==> src/rtl/regfile_wb_arbiter.sv <==
// regfile_wb_arbiter
//   Shares the single register-file write port between the ALU (A) and the
//   memory/load unit (M) writeback sources, registers the winning write for
//   one cycle, and keeps a per-register busy scoreboard so decode can stall
//   on reads of registers whose write has not yet landed.
//
// Ports
//   clk, rst                     clock (rising edge), async active-low reset
//   a_valid/a_reg/a_data/a_ready writeback source A handshake
//   m_valid/m_reg/m_data/m_ready writeback source M handshake
//   alloc_valid/alloc_reg        issue-stage destination allocation
//   rd_reg1/rd_reg2              read-port indices to hazard-check
//   rd_hazard1/rd_hazard2        read index has an uncommitted write
//   rf_wr_en/rf_wr_reg/rf_wr_data registered register-file write port
//   busy_cnt                     number of busy registers
//   alloc_err                    sticky: allocation to an already-busy reg
module regfile_wb_arbiter #(
  parameter int DATA_W = 16,
  parameter int ADDR_W = 4
) (
  input  logic              clk,
  input  logic              rst,
  input  logic              a_valid,
  input  logic [ADDR_W-1:0] a_reg,
  input  logic [DATA_W-1:0] a_data,
  output logic              a_ready,
  input  logic              m_valid,
  input  logic [ADDR_W-1:0] m_reg,
  input  logic [DATA_W-1:0] m_data,
  output logic              m_ready,
  input  logic              alloc_valid,
  input  logic [ADDR_W-1:0] alloc_reg,
  input  logic [ADDR_W-1:0] rd_reg1,
  input  logic [ADDR_W-1:0] rd_reg2,
  output logic              rd_hazard1,
  output logic              rd_hazard2,
  output logic              rf_wr_en,
  output logic [ADDR_W-1:0] rf_wr_reg,
  output logic [DATA_W-1:0] rf_wr_data,
  output logic [ADDR_W:0]   busy_cnt,
  output logic              alloc_err
);

  localparam int NREGS = 2 ** ADDR_W;

  typedef enum logic {PRIO_A, PRIO_M} prio_t;

  prio_t             prio, prio_next;
  logic              a_hs, m_hs;
  logic [ADDR_W-1:0] win_reg;
  logic [DATA_W-1:0] win_data;
  logic [NREGS-1:0]  busy, busy_next;
  logic [ADDR_W:0]   cnt_next;
  logic              alloc_conflict;

  // Round-robin priority register.
  always_ff @(posedge clk or negedge rst) begin
    if (!rst) prio <= PRIO_A;
    else      prio <= prio_next;
  end

  // Grant logic. Under contention the pointer moves to the loser, so the
  // two sources alternate; uncontended grants leave the pointer alone.
  always_comb begin
    a_ready   = a_valid && (!m_valid || (prio == PRIO_A));
    m_ready   = m_valid && (!a_valid || (prio == PRIO_M));
    prio_next = prio;
    if (a_valid && m_valid)
      prio_next = (prio == PRIO_A) ? PRIO_M : PRIO_A;
  end

  assign a_hs     = a_valid && a_ready;
  assign m_hs     = m_valid && m_ready;
  assign win_reg  = a_hs ? a_reg  : m_reg;
  assign win_data = a_hs ? a_data : m_data;

  // Write stage. Register 0 is hardwired, so a write to it passes through
  // with the enable held low.
  always_ff @(posedge clk or negedge rst) begin
    if (!rst) begin
      rf_wr_en   <= 1'b0;
      rf_wr_reg  <= '0;
      rf_wr_data <= '0;
    end else if (a_hs || m_hs) begin
      rf_wr_en   <= (win_reg != '0);
      rf_wr_reg  <= win_reg;
      rf_wr_data <= win_data;
    end else begin
      rf_wr_en   <= 1'b0;
    end
  end

  // Scoreboard next state. The set is applied after the clear so an
  // allocation at the commit edge of the same register keeps it busy.
  always_comb begin
    busy_next = busy;
    if (rf_wr_en)
      busy_next[rf_wr_reg] = 1'b0;
    if (alloc_valid && (alloc_reg != '0))
      busy_next[alloc_reg] = 1'b1;

    alloc_conflict = alloc_valid && (alloc_reg != '0) && busy[alloc_reg] &&
                     !(rf_wr_en && (rf_wr_reg == alloc_reg));

    cnt_next = '0;
    for (int i = 0; i < NREGS; i++)
      cnt_next = cnt_next + {{ADDR_W{1'b0}}, busy_next[i]};
  end

  always_ff @(posedge clk or negedge rst) begin
    if (!rst) begin
      busy      <= '0;
      busy_cnt  <= '0;
      alloc_err <= 1'b0;
    end else begin
      busy     <= busy_next;
      busy_cnt <= cnt_next;
      if (alloc_conflict)
        alloc_err <= 1'b1;
    end
  end

  // No bypass: hazards follow the registered scoreboard only.
  assign rd_hazard1 = busy[rd_reg1] && (rd_reg1 != '0);
  assign rd_hazard2 = busy[rd_reg2] && (rd_reg2 != '0);

endmodule
==> config.mk <==
export PLATFORM = sky130hd
export DESIGN_NAME = regfile_wb_arbiter
export DESIGN_NICKNAME = d
export VERILOG_FILES = /design/src/rtl/regfile_wb_arbiter.sv
export SDC_FILE = /design/constraint.sdc
export NUM_CORES = 1
export LEC_CHECK = 0
export ABC_CLOCK_PERIOD_IN_PS = 4950
export BUFFER_PORTS_ARGS = -buffer_cell sky130_fd_sc_hd__buf_2
export CAP_MARGIN = 40
export CELL_PAD_IN_SITES_DETAIL_PLACEMENT = 0
export CELL_PAD_IN_SITES_GLOBAL_PLACEMENT = 1
export CORE_MARGIN = 1.5
export CORE_UTILIZATION = 38
export DETAILED_ROUTE_END_ITERATION = 10
export PLACE_DENSITY_LB_ADDON = 0.25
export SYNTH_ARGS = -nofsm -noshare
export SYNTH_HDL_FRONTEND = slang
export SYNTH_SLANG_ARGS = --single-unit
export TNS_END_PERCENT = 50
==> constraint.sdc <==
create_clock -name clk -period 4.95 [get_ports clk]
set_input_delay 0.495 -clock clk [delete_from_list [all_inputs] [get_ports clk]]
set_output_delay 0.495 -clock clk [all_outputs]
set_load 0.005 [all_outputs]
Yosys cells after proc, flatten, opt, wreduce, memory -nomap -nowiden
Index checks and enable logic that the tools add are counted.
Operators by class
  add/subtract/negate cells: 15
  magnitude comparators: 6
  eq/ne operators: 1
  mux-type cells: 16
  bitwise logic cells: 4
  reduce and logical (&&, ||, !) cells: 23
Operators with widths (number)
  adder 5 x 1 -> 5 bit: 11
  two-way mux 16 bit: 3
  < comparator 4 x 5 -> 1 bit (second input constant): 4
  bitwise AND 16 bit: 1
  NOT 16 bit: 1
  OR 16 bit: 1
  nonzero test 4 bit: 4
  logical AND 1 bit: 13
  binary-select mux 1 bit (select 4 bit): 3
  demux 1 bit (select 4 bit): 2
  >= comparator 4 x 1 -> 1 bit (second input constant): 2
  two-way mux 1 bit: 7
  adder 4 x 1 -> 5 bit: 1
  adder 3 x 1 -> 4 bit: 1
  equality test 4 bit: 1
  two-way mux 4 bit: 1
  adder 2 x 1 -> 3 bit: 1
  logical NOT 1 bit: 3
  logical OR 1 bit: 3
  adder 1 x 1 -> 2 bit: 1
  NOT 1 bit: 1
Storage, ports and cells
  flip-flop bits (word level): 44
  bits of input ports: 57
  output and inout bits: 31

Longest topological paths before layout
  depth after elaboration: 24
  gate-level depth with buffers: 17
  gate-level depth less buffers: 16

Least setup slack after synthesis
No wires, ideal clock.
  path type: input to register
  start point: input port alloc_reg[3]
  end point: register busy_cnt[4]
  setup time: 0.064 ns
  data arrival time: 4.068 ns
  required time: 4.886 ns
  slack: 0.817 ns
  stages on the path: 17
  buffers on the path: 1
  cells stage by stage: clkbuf_1 > inv_1 > nand3_1 > o21ai_0 > inv_1 > fa_1 > inv_1 > fa_1 > inv_1 > fa_1 > inv_1 > fa_1 > ha_1 > inv_1 > fa_1 > nor2b_1 > o21a_1
On the way
  longest elaborated chain between the ends: 21
  elaborated cells between the ends (all ways): 24
  those cells by class: add/sub: 15; order compare: 2; mux: 3; bitwise: 1; reduce/logical: 3
RTL lines
  start, declared: line 32  | input logic [ADDR_W-1:0] alloc_reg,
  < comparator 4 x 5 -> 1 bit (not written as such) or >= comparator 4 x 1 -> 1 bit (tied branches): line 100  | busy_next[alloc_reg] = 1'b1;
  logical AND 1 bit (not written as such): line 100
  two-way mux 1 bit (not written as such): line 100
  demux 1 bit (select 4 bit): line 100
  OR 16 bit (no source line)
  two-way mux 16 bit *: line 99  | if (alloc_valid && (alloc_reg != '0))
  named net busy_next[1]: line 52  | logic [NREGS-1:0] busy, busy_next;
  adder 1 x 1 -> 2 bit *: line 107  | cnt_next = cnt_next + {{ADDR_W{1'b0}}, busy_next[i]};
  adder 2 x 1 -> 3 bit *: line 107
  adder 3 x 1 -> 4 bit *: line 107
  adder 4 x 1 -> 5 bit *: line 107
  adder 5 x 1 -> 5 bit * (11 in series): line 107
  named net cnt_next[4]: line 53  | logic [ADDR_W:0] cnt_next;
  end signal, assigned: line 117  | busy_cnt <= cnt_next;
  end, declared: line 40  | output logic [ADDR_W:0] busy_cnt,
The timed path passes the listed nets; every way through them passes the cells marked *.
A chain may end at the register's enable or synchronous reset.

Worst setup path after layout
  start point: register rf_wr_reg[1]
  end point: register busy_cnt[4]
On the way
  elaborated cells between the ends (all ways): 25
  those cells by class: add/sub: 15; order compare: 2; mux: 4; bitwise: 3; reduce/logical: 1
RTL lines
  start, declared: line 38  | output logic [ADDR_W-1:0] rf_wr_reg,
  start signal, assigned: line 86  | rf_wr_reg <= win_reg;
  < comparator 4 x 5 -> 1 bit (not written as such) or >= comparator 4 x 1 -> 1 bit (tied branches): line 98  | busy_next[rf_wr_reg] = 1'b0;
  logical AND 1 bit (not written as such): line 98
  two-way mux 1 bit (not written as such): line 98
  demux 1 bit (select 4 bit) *: line 98
  NOT 16 bit (no source line) *
  bitwise AND 16 bit (no source line) *
  two-way mux 16 bit *: line 97  | if (rf_wr_en)
  OR 16 bit (no source line)
  two-way mux 16 bit *: line 99
  named net busy_next[5]: line 52
  adder 5 x 1 -> 5 bit * (11 in series): line 107
  named net cnt_next[4]: line 53
Marked as above.

==> metrics <==
outcome complete, no violations; Die W 86.6 um; P_leak about 1.6 nW; largest net degree at the start of global routing 26; Final Hold Viols 0; Fillers ~660; initial detailed-routing violation count 110; biggest regs busy: 16 flops, rf_wr_data: 16 flops, busy_cnt: 5 flops; pwr dens 833 mW/mm2; Fin Setup TNS 0 ns; Worst R2R Setup Slack 0.83 ns; ANT cells 0; Residual DRC 0; sequential area share after synthesis 0.415; final period utilization 0.832; vias post-DR 2154; CP peak stage delay 0.53 ns; Finished Cell Area around 0.0033 mm2; commonest non-fill, non-tap cell in the layout buf_2; post-route ant nets 0; initial antenna violation count 0; Worst Hold Class input port to asynchronous set/reset pin; Placed Area around 0.0032 mm2; Mapped Area ~0.0027 mm2; count of different cell masters after synthesis 34; htree depth 2; first drt pass iteration count 4; PortBufs 87; Net Count, Synth 320; routability cong. between 0.9 and 1; clock buffer depth 2; placeable core region approximately 0.0068 mm2; Starting Density 0.393; Worst VDD drop between 500 and 600 uV; skew final 0.00568 ns; fin nets slightly above 400; Startpoint Class flip-flop; CTS tree built; Slew Limit Fails 0; Peak Freq 243 MHz; worst-skew pair later-pin latency slightly below 0.3 ns; Syn. warnings 0; Post-synth EDFFs 0; Worst Path Buf+Inv 3; DP HPWL roughly 4.8 mm; row count 30; critical path, cell by cell nand3b_1 -> o21ai_0 -> o21ai_0 -> fa_1 -> fa_1 -> inv_1 -> fa_1 -> inv_1 -> fa_1 -> ha_1 -> inv_1 -> fa_1 -> nor2b_1 -> o21a_1; Top delay family on crit path adder cells; Max-Cap Viols 0; worst-path maximum fanout 8; hold buffer count at CTS 0; CTS sink cnt between 40 and 50; crit path time final a little over 4 ns; Worst Tran Pin Value slightly above 0.7 ns; Crit. End Element flip-flop; wire length per cell around 14 um; critical path's slowest cell fa_1; global-route wire length before repair between 10 and 15 mm; Critical Path RT 5.19 ns; Final Routed Wirelength between 6 and 7 mm; critical path's most frequent cell fa_1; area growth from synthesis to layout 24.0%; via/cell ratio around 5.2; Clock transition at path regs ~0.080 ns; I/O pin count between 80 and 90; postcts setup bufs 0; data arrival time of the worst path around 4.4 ns; Synth Register Bits 44; # setup viols final 0; total congestion overflow 0; highest-count cells in the layout ignoring fill and taps buf_2 (87), o21ai_0 (53), dfrtp_1 (44), nand2_1 (28), mux2i_1 (22); PostCTS Resize Cnt 0; GRT Total Usage 0.176; relative slew slack 0.519; die footprint approximately 0.0075 mm2; cts bufs inserted 5; critical setup path kind flip-flop to flip-flop; FFs w/ async S/R, synth 1.00; syn_area_per_cell around 11 um2; vias in the first global route 2123; RSZ-0062 raised after global routing false; Mapped Cells roughly 250; Die Span Y between 80 and 90 um; Most used DFF post-synth dfrtp_1; clock root cell clkbuf_8; layout cells sized above 1 0.321
-- cell families (layout without fill, tap and decap cells) --
kind of cell / after synthesis / after routing / synth area share
buffers and inverters: 30 / 118 / 0.0462
XOR/XNOR: 7 / 7 / 0.0231
AO/OA/AOI/OAI: 67 / 67 / 0.138
adder cells (fa/ha/maj): 15 / 15 / 0.0990
multiplexers: 35 / 35 / 0.193
AND/OR/NAND/NOR: 50 / 50 / 0.0858
flip-flops: 44 / 44 / 0.415
-- where the power goes --
group / switching [mW] / leakage, nW / internal [mW]
sequential: 0.134 / 0.518 / 0.536
combinational: 0.906 / 1.04 / 0.898
clock: 0.118 / 0.0552 / 0.150
-- final timing paths --
kind | cells past startpoint | endpoint | start
worst max register to register | 14 | busy_cnt[4]$_DFF_PN0_ | rf_wr_reg[1]$_DFFE_PN0P_
worst min-delay path | 1 | busy_cnt[3]$_DFF_PN0_ | rst
min in group clk | 3 | rf_wr_data[14]$_DFFE_PN0P_ | a_data[14]
worst min register to register | 1 | alloc_err$_DFFE_PN0P_ | alloc_err$_DFFE_PN0P_
max in group asynchronous | 2 | rf_wr_en$_DFF_PN0_ | rst
worst max-delay path | 14 | busy_cnt[4]$_DFF_PN0_ | rf_wr_reg[1]$_DFFE_PN0P_
-- area by class of cell --
type | count | area, um2 | share of cell area
multi-input combinational | 174 | 1440 | 0.437
sequential | 44 | 1100 | 0.334
timing repair buffer | 90 | 470 | 0.143
tap | 80 | 100 | 0.0304
inverter | 20 | 75.1 | 0.0228
clock buffer | 6 | 72.6 | 0.0220
clock inverter | 2 | 35.0 | 0.0106
-- synth_stat cells, types with 2 or more instances --
| cell type | number | share of area |
|---|---|---|
| a21oi_1 | 2 | 0.0038 |
| buf_2 | 2 | 0.0038 |
| buf_4 | 2 | 0.0057 |
| clkbuf_1 | 6 | 0.0085 |
| dfrtp_1 | 44 | 0.41 |
| fa_1 | 10 | 0.075 |
| ha_1 | 5 | 0.024 |
| inv_1 | 20 | 0.028 |
| mux2_2 | 2 | 0.0085 |
| mux2i_1 | 22 | 0.083 |
| mux4_1 | 6 | 0.059 |
| mux4_2 | 5 | 0.042 |
| nand2_1 | 28 | 0.040 |
| nand2b_1 | 5 | 0.012 |
| nand3_1 | 7 | 0.013 |
| nand3b_1 | 2 | 0.0057 |
| nor2_1 | 3 | 0.0042 |
| o21a_1 | 3 | 0.0085 |
| o21ai_0 | 53 | 0.10 |
| o41ai_1 | 2 | 0.0066 |
| xnor2_1 | 4 | 0.013 |
| xor2_1 | 3 | 0.0099 |
-- metal layers --
layer	share of wire	vias up	GRT usage
met5	0	-	0
met4	0.024	0	0.0660
met3	0.061	13	0.0371
met2	0.47	78	0.287
met1	0.44	1012	0.230
li1	-	1051	-
-- per-stage QoR --
step / hold WS, ns / worst slack [ns] / util / instances / power [mW]
after CTS: 0.156 / 0.824 / 0.487 / 416 / 2.81
final: 0.139 / 0.830 / 0.487 / 416 / 2.74
after floorplan: 0.199 / 0.817 / - / 248 / 2.06
after global placement: 0.453 / 0.644 / 0.468 / 407 / 2.49
after global routing: 0.178 / 0.546 / 0.487 / 416 / 3.16
after detailed placement: 0.472 / 0.578 / 0.471 / 408 / 2.52
Note: power is estimated with default switching activity, not from simulation.
